`config.mk`:
```
export PLATFORM = sky130hd
export DESIGN_NAME = mac_lookup_ctrl
export DESIGN_NICKNAME = d
export VERILOG_FILES = /design/src/rtl/mac_lookup_ctrl.sv
export SDC_FILE = /design/constraint.sdc
export NUM_CORES = 1
export LEC_CHECK = 0
export ABC_CLOCK_PERIOD_IN_PS = 2200
export CORE_ASPECT_RATIO = 1.1
export CORE_MARGIN = 2
export CORE_UTILIZATION = 44
export DETAILED_ROUTE_END_ITERATION = 10
export GPL_ROUTABILITY_DRIVEN = 0
export PLACE_DENSITY = 0.79
export SETUP_SLACK_MARGIN = 0.5
export SYNTH_ARGS = -nofsm -noshare
export SYNTH_HDL_FRONTEND = slang
export SYNTH_SLANG_ARGS = --single-unit
export TNS_END_PERCENT = 20
```
`constraint.sdc`:
```
create_clock -name clk -period 2.2 [get_ports clk]
set_input_delay 0.66 -clock clk [delete_from_list [all_inputs] [get_ports clk]]
set_output_delay 0.66 -clock clk [all_outputs]
set_load 0.02 [all_outputs]
```
`src/rtl/mac_lookup_ctrl.sv`:
```
`timescale 1ns/1ps
// Lookup front-end for the two-bucket MAC table: learn the source, look up the
// destination, return an egress portmap, and raise periodic aging sweeps.
module mac_lookup_ctrl #(
  parameter logic [15:0] PORT_MASK    = 16'hFFFF,
  parameter logic [31:0] AGING_PERIOD = 32'd50_000_000,
  parameter logic [15:0] SE_TIMEOUT   = 16'd64
) (
  input  logic        clk,
  input  logic        rstn,
  input  logic        lk_req,
  input  logic [47:0] lk_da,
  input  logic [47:0] lk_sa,
  input  logic [15:0] lk_portmap,
  output logic        lk_ack,
  output logic [15:0] lk_result,
  output logic        se_source,
  output logic [47:0] se_mac,
  output logic [15:0] se_portmap,
  output logic [9:0]  se_hash,
  output logic        se_req,
  input  logic        se_ack,
  input  logic        se_nak,
  input  logic [15:0] se_result,
  output logic        aging_req,
  input  logic        aging_ack
);

  typedef enum logic [1:0] {IDLE, LEARN, LOOKUP, DONE} state_t;

  state_t      state, state_nxt;
  logic [47:0] da_p0, sa_p0;
  logic [15:0] ing_p0;
  logic [15:0] to_cnt;
  logic [31:0] age_cnt;
  logic        resp, timeout, xact_end, da_mc, age_wrap;
  logic [15:0] flood, look_res;

  function automatic logic [9:0] mac_hash(input logic [47:0] m);
    return m[9:0] ^ m[19:10] ^ m[29:20] ^ m[39:30] ^ {2'b00, m[47:40]};
  endfunction

  assign da_mc    = da_p0[40];
  assign flood    = PORT_MASK & ~ing_p0;
  assign resp     = se_req && (se_ack || se_nak);
  assign timeout  = se_req && !resp && (to_cnt == SE_TIMEOUT - 16'd1);
  assign xact_end = resp || timeout;
  assign age_wrap = (age_cnt == AGING_PERIOD - 32'd1);

  // A simultaneous ack+nak counts as a miss, so only a clean ack uses the table result.
  always_comb begin
    look_res = flood;
    if (se_req && se_ack && !se_nak)
      look_res = se_result & ~ing_p0 & PORT_MASK;
  end

  always_ff @(posedge clk or negedge rstn) begin
    if (!rstn) state <= IDLE;
    else       state <= state_nxt;
  end

  always_comb begin
    state_nxt = state;
    case (state)
      IDLE:    if (lk_req) state_nxt = lk_sa[40] ? LOOKUP : LEARN;
      LEARN:   if (xact_end) state_nxt = LOOKUP;
      LOOKUP:  if (da_mc || xact_end) state_nxt = DONE;
      DONE:    state_nxt = IDLE;
      default: state_nxt = IDLE;
    endcase
  end

  always_comb begin
    lk_ack     = (state == DONE);
    se_source  = (state == LEARN);
    se_mac     = '0;
    se_portmap = '0;
    if (state == LEARN) begin
      se_mac     = sa_p0;
      se_portmap = ing_p0;
    end else if (state == LOOKUP && !da_mc) begin
      se_mac = da_p0;
    end
    se_hash = mac_hash(se_mac);
  end

  // Header capture stage
  always_ff @(posedge clk or negedge rstn) begin
    if (!rstn) begin
      da_p0  <= '0;
      sa_p0  <= '0;
      ing_p0 <= '0;
    end else if (state == IDLE && lk_req) begin
      da_p0  <= lk_da;
      sa_p0  <= lk_sa;
      ing_p0 <= lk_portmap;
    end
  end

  // se_req rises one cycle after entering a table state and falls with the exit,
  // which leaves a low cycle between the learn and the lookup transactions.
  always_ff @(posedge clk or negedge rstn) begin
    if (!rstn) begin
      se_req <= 1'b0;
      to_cnt <= '0;
    end else begin
      if (xact_end)
        se_req <= 1'b0;
      else if (!se_req && (state == LEARN || (state == LOOKUP && !da_mc)))
        se_req <= 1'b1;
      if (!se_req || xact_end) to_cnt <= '0;
      else                     to_cnt <= to_cnt + 16'd1;
    end
  end

  always_ff @(posedge clk or negedge rstn) begin
    if (!rstn)
      lk_result <= '0;
    else if (state == LOOKUP && state_nxt == DONE)
      lk_result <= look_res;
  end

  // Aging ticks arriving while a sweep is outstanding are dropped, not queued.
  always_ff @(posedge clk or negedge rstn) begin
    if (!rstn) begin
      age_cnt   <= '0;
      aging_req <= 1'b0;
    end else begin
      age_cnt <= age_wrap ? 32'd0 : age_cnt + 32'd1;
      if (aging_req) begin
        if (aging_ack) aging_req <= 1'b0;
      end else if (age_wrap) begin
        aging_req <= 1'b1;
      end
    end
  end

endmodule

```
==> impl_results.md, run 1 <==
* Sequential-to-total area share from yosys stat at around 54%
* Hold buffers post-CTS at 0
* Worst setup path end: se_hash[5]
* Total global routing overflow at 0
* Status: finished with violations
* CP startpoint kind: flop
* Max Fclk at between 300 and 400 MHz
* Post-Synthesis Cell Area at just over 8000 µm²
* Antenna viol nets, final at 0
* Tmin final at 3.20 ns
* Critical Path RT at roughly 1.5 ns
* Slew at the pin with the worst max-slew slack at 0.433 ns
* First-pass GRT wire length at roughly 40000 µm
* Avg WL per Cell at between 20 and 25 µm
* Worst skew pair latency at 0.44 ns
* Critical Path End Type: primary output
* Hold Path Class: primary input to async pin
* Setup TNS at -34.77 ns
* Synth warn at 0
* Worst R2R Start: state[0]
* Distinct cells, synth at 45
* Ys flop type: dfrtp_1
* Die area at around 20000 µm²
* Htree depth at 4
* Tot GR Track Use at a little over a quarter
* Slew HR at roughly 71%
* Tot Pwr at around 23 mW
* IO Port Bufs at 227
* Final nets at between 1000 and 1500
* Worst hold slack at ~0.13 ns
* Number of synthesized flops with an enable pin at 0
* Area Overhead vs Synth at 72.3%
* Routed vias at between 6000 and 7000
* Register Area at about 4500 µm²
* Initial antenna violation count at 1
* DP Wirelength at roughly 17000 µm
* I/O Pins at 228
* TritonCTS Buffers at 17
* Design Area, Final at ~14000 µm²
* CP arrival at around 2.5 ns
* Share of post-route cells with drive strength above 1 at ~51%
* DRT Pass-1 Iters at 4
* Net Count, Synth at about 800
* Ys async rst share at 100%
* Crit path from: state[1]
* Footprint of the multi-input gates at about 5000 µm²
* Die height at 148 µm
* Initial Utilization at 45.0%
* Largest net degree at the start of global routing at 55
* Final worst slack at -1.00 ns
* Area leader, netlist: dfrtp_1
* Peak supply drop at ~1.6 mV
* Syn_area_per_cell at about 13 µm²
* Max-Cap Viols at 0
* Count leader, synth: dfrtp_1
* Count of non-filler cells in the finished layout at 1260
* Cell Rows at 52
* Clk sinks at 180
* Unrepaired setup endpoints after global routing: yes
* CORE AREA at between 15000 and 20000 µm²
* CTS tree: built
* Leak at 6.62 nW
* Synth Register Bits at 180
* Flop2flop setup slack at roughly 0.17 ns
* Bufs on Longest Clock Path at 2
* Dpl cells at around 1200
* Pwr dens at 1640 nW/µm²
* Reg2reg path depth at 7
* Final wirelength at 29800 µm
* Hold violation total from the final report at 0
* Slew Limit Fails at 0
* Tcrit/Tclk final at 146%
* Worst Skew at about 0.012 ns
* # setup viols final at 76
* 1st-iter DRT viols at 400
* DP Area at approximately 12000 µm²
* DRC at 0
* Root buffer cell: clkbuf_16
* Crit-path max FO at 8
* Area contributors post-synth: dfrtp_1 (54%), mux2_2 (16%), a22o_1 (5.1%)
* Vias in the first global route at 7093
* Gate Count Post-Synth at 662
* Failing checks: setup timing
* Share of Yosys cell area claimed by the top area cell type at a little over half
* Post-synth top cells: dfrtp_1 (180), mux2_2 (119), nor2_1 (73)
* Worst r2r dst: da_p0[8]
* Via/cell ratio at 5.48
* Clock slew seen by the registers of the worst setup and hold paths at roughly 0.070 ns
* Die width at 135 µm
* Fillcell total at ~1000
* Setup CP Type: flop to primary output
-- kinds of logic after synthesis --
family / synth area share [%]
XOR/XNOR: 8.34
AND/OR/NAND/NOR: 10.5
AO/OA/AOI/OAI: 6.70
multiplexers: 17.9
buffers and inverters: 2.00
adder cells (fa/ha/maj): 0.301
flip-flops: 54.2
-- critical path, stage by stage (launching register included) --
cell	delay [ns]
dfrtp_1	0.43
nor3b_4	0.19
buf_4	0.14
buf_6	0.12
buf_16	0.14
buf_12	0.12
a22o_4	0.24
xor2_4	0.17
xnor2_2	0.22
xnor2_2	0.15
buf_6	0.15
-- metal layers --
layer	wire length [µm]	track usage, %	vias up
met3	1410	5.11	66
met5	0	0	-
li1	-	-	3029
met2	15500	45.9	252
met1	11700	32.2	3552
met4	1190	10.6	0
-- how the worst min path moves through the flow --
stage                startpoint          end  slack, ns  cells after the start
floorplan                  rstn   age_cnt[0]       0.36                      0
global placement      aging_req    aging_req       0.46                      1
detailed placement  age_cnt[31]  age_cnt[31]       0.47                      1
CTS                        rstn    sa_p0[14]       0.13                      1
global route               rstn    sa_p0[16]       0.15                      1
finish                     rstn    sa_p0[16]       0.13                      1
-- state kept, by name, summed over array words and instances (netlist names) --
| register | count |
|---|---|
| state | 2 |
| se_req | 1 |
| lk_result | 16 |
| to_cnt | 16 |
| aging_req | 1 |
| age_cnt | 32 |
| sa_p0 | 48 |
| da_p0 | 48 |
| ing_p0 | 16 |
-- where the power goes --
part | leakage [nW] | internal, mW | switching (mW) | total, mW
Clock | 0.283 | 1.64 | 1.42 | 3.06
Sequential | 2.20 | 4.58 | 1.13 | 5.70
Combinational | 4.13 | 8.34 | 6.30 | 14.6
-- stage by stage --
step	worst slack, ns	util, %
2_1_floorplan	-0.106	-
3_3_place_gp	-0.792	64.9
3_5_place_dp	-0.812	64.9
4_1_cts	-0.868	73.1
5_1_grt	-1.07	77.5
6_report	-1.00	77.5
-- timing repair --
action	4_1_cts	5_1_grt
pin swaps	32	53
endpoints found under the setup margin	249	247
buffers inserted	23	15
resized for setup	591	167
cloned	5	0
-- area by class of cell --
class | count | area share, %
diodes | 1 | 0.0175
clock buffers | 20 | 3.19
clock inverters | 12 | 0.839
inverters | 7 | 0.184
multi-input cells | 445 | 35.1
flip-flops and latches | 180 | 31.6
well taps | 243 | 2.12
repair buffers | 352 | 27.0
-- cells in the final DEF, fill, tap and decap left out, types with 21 or more instances in the layout --
cell,synthesis,routed
xor2_1,33,21
clkdlybuf4s50_1,0,131
buf_6,1,126
xnor2_1,38,21
mux2_4,9,122
a22o_4,0,47
nor2_1,73,67
buf_4,0,40
dfrtp_1,180,169
Note: power is estimated with default switching activity, not from simulation.
==> run 2, diff against run 1 <==
Settings changed: ABC_CLOCK_PERIOD_IN_PS 2200 to 3920, CORE_UTILIZATION 44 to 52, PLACE_DENSITY 0.79 to 0.87.
Clock period 2.2 ns to 3.92 ns, I/O delays scaled along.
==> run 2 against run 1 <==
  * The flow now finishes without violations
  * Setup slack better by 1.3 ns
  * Register-to-register slack better by 1.5 ns
  * Die area down 15%
  * Cell count down 11%
  * Total power down 54%
  * Clock power down 46%
  * Sequential power down 45%
  * Largest power group unchanged
==> impl_results.md, run 2 (synthesis gave the netlist of run 1 again) <==
* Setup CP Type: flop to primary output
* Share of post-route cells with drive strength above 1 at 26.7% (-25 points)
* Setup TNS at 0 ns (+34.77 ns)
* Peak supply drop at 0.561 mV (-66%)
* CP arrival at 2.49 ns (-0.05 ns)
* Area Overhead vs Synth at 44.9%
* Register Area at 4510 µm² (-0.25%)
* Worst setup path end: se_hash[1]
* Post-layout util at 76.8% (-0.66 points)
* Initial Utilization at 53.0% (+8.0 points)
* Leak at 5.21 nW (-21%)
* Worst skew pair latency at 0.44 ns (about the same)
* DP Area at 10800 µm² (-9.6%)
* Largest regs: da_p0 (48), sa_p0 (48), age_cnt (32)
* Root buffer cell: clkbuf_16
* Most frequent cells in the layout: clkdlybuf4s50_1 (205), dfrtp_1 (178), mux2_2 (119)
* Initial antenna violation count at 2 (+1)
* M2 GR Usage at 48.1% (+2.2 points)
* Met1 GRT Util at 35.4% (+3.2 points)
* Tot GR Track Use at 29.0% (+2.6 points)
* Clk sinks at 180 (unchanged)
* Worst Skew at 0.0106 ns (-0.00170 ns)
* Hold Path Class: flop to flop
* Clock slew seen by the registers of the worst setup and hold paths at 0.07 ns (about the same)
* Max-Cap Viols at 0 (unchanged)
* Largest net degree at the start of global routing at 80 (+45%)
* DP Wirelength at 16400 µm (-2.4%)
* Worst R2R Start: to_cnt[0]
* Hold buffers post-CTS at 0 (unchanged)
* 1st-iter DRT viols at 512 (+28%)
* Final wirelength at 26500 µm (-11%)
* I/O Pins at 228 (unchanged)
* Worst r2r dst: to_cnt[5]
* Post-Place Setup Slack at 0.138 ns (+0.950 ns)
* Crit-path max FO at 6 (-2)
* Worst Hold Depth at 1
* Max Fclk at between 200 and 300 MHz
* CTS tree: built
* Avg WL per Cell at 23.6 µm (about the same)
* TritonCTS Buffers at 17 (unchanged)
* Grt met3 use at 9.46% (+4.3 points)
* Footprint of the multi-input gates at 3970 µm² (-21%)
* Cell Rows at 48 (-7.7%)
* Vias in the first global route at 6494 (-8.4%)
* Reg2reg path depth at 4 (-3)
* Die width at 125 µm (-7.8%)
* Unrepaired setup endpoints after global routing: yes
* Via/cell ratio at 5.73 (+4.6%)
* Slew Limit Fails at 0 (unchanged)
* First-pass GRT wire length at 37400 µm (-6.6%)
* Bufs on Longest Clock Path at 2 (unchanged)
* Dpl cells at 1069 (-9.7%)
* CP startpoint kind: flop
* Htree depth at 4 (unchanged)
* Fillcell total at 927 (-7.9%)
* # setup viols final at 0 (-100%)
* DRC at 0 (unchanged)
* Crit path from: state[0]
* CORE AREA at 15700 µm² (-15%)
* Flop2flop setup slack at 1.68 ns (+1.51 ns)
* Critical Path RT at 2.74 ns (+1.20 ns)
* Slew at the pin with the worst max-slew slack at 1.06 ns (+0.631 ns)
* Grt peak-use layer: met2
* Antenna viol nets, final at 0 (unchanged)
* Critical Path End Type: primary output
* DRT Pass-1 Iters at 5 (+1)
* Final nets at 1044 (-8.3%)
* Routed vias at 6425 (-6.9%)
* Hold violation total from the final report at 0 (unchanged)
* Count of non-filler cells in the finished layout at 1122 (-11%)
* Final worst slack at 0.250 ns (+1.25 ns)
* Commonest non-fill, non-tap cell in the layout: clkdlybuf4s50_1
* Pwr dens at 890 nW/µm² (-46%)
* Die height at 137 µm (-7.8%)
* Total global routing overflow at 0 (unchanged)
* Tcrit/Tclk final at roughly 94%
* Status: completed
* Tmin final at 3.67 ns
* IO Port Bufs at 227 (unchanged)
* Slew HR at 29.0% (-42 points)
* Die area at 17000 µm² (-15%)
* Design Area, Final at 12000 µm² (-16%)
## run 2: through the flow
step,power [mW],hold WS (ns)
after detailed placement,8.18,0.465
final,10.7,0.472
after CTS,10.1,0.474
after floorplan,5.95,0.447
after global placement,8.04,0.465
after global routing,11.1,0.490
## run 2: power breakdown
part,switching [mW],internal [mW],total (mW)
clock,0.764,0.878,1.64
combinational,2.85,3.08,5.93
sequential,0.578,2.57,3.15
## run 2: worst min path at each step
stage / from / to / slack [ns]
2_1_floorplan: age_cnt[31] / age_cnt[31] / 0.45
3_3_place_gp: age_cnt[31] / age_cnt[31] / 0.46
3_5_place_dp: aging_req / aging_req / 0.46
4_1_cts: aging_req / aging_req / 0.47
5_1_grt: aging_req / aging_req / 0.49
6_report: aging_req / aging_req / 0.47
## run 2: layout make-up
cell class,instances,share of cell area [%]
Sequential cell,180,37.4
Multi-Input combinational cell,445,33.0
Timing Repair Buffer,257,22.6
Clock buffer,17,3.53
Tap cell,200,2.08
Clock inverter,14,1.06
Inverter,7,0.218
Antenna cell,2,0.0416
## run 2: repair_timing
item / 4_1_cts / 5_1_grt
endpoints found under the setup margin: 74 / 65
gates cloned: 6 / 1
pin swaps: 27 / 14
setup buffers: 12 / 1
resized for setup: 79 / 35
## run 2: metal layers
| layer | wire length, µm | part of all wire, % |
|---|---|---|
| met4 | 1010 | 3.8 |
| met1 | 10200 | 38 |
| met5 | 13 | 0.049 |
| met2 | 13100 | 49 |
| met3 | 2200 | 8.3 |
## run 2: worst max-delay path, cell delays in order, from the launching register on
cell,delay (ns)
dfrtp_2,0.46
nor3b_4,0.26
buf_6,0.21
buf_16,0.14
a22o_1,0.22
xor2_2,0.25
xnor2_1,0.18
xnor2_1,0.16
buf_4,0.17
==> run 3, diff against run 2 <==
Settings changed: CTS_CLUSTER_DIAMETER set to 200.
==> results of run 3 <==
Final layout, timing and power as in run 2 (identical DEF).
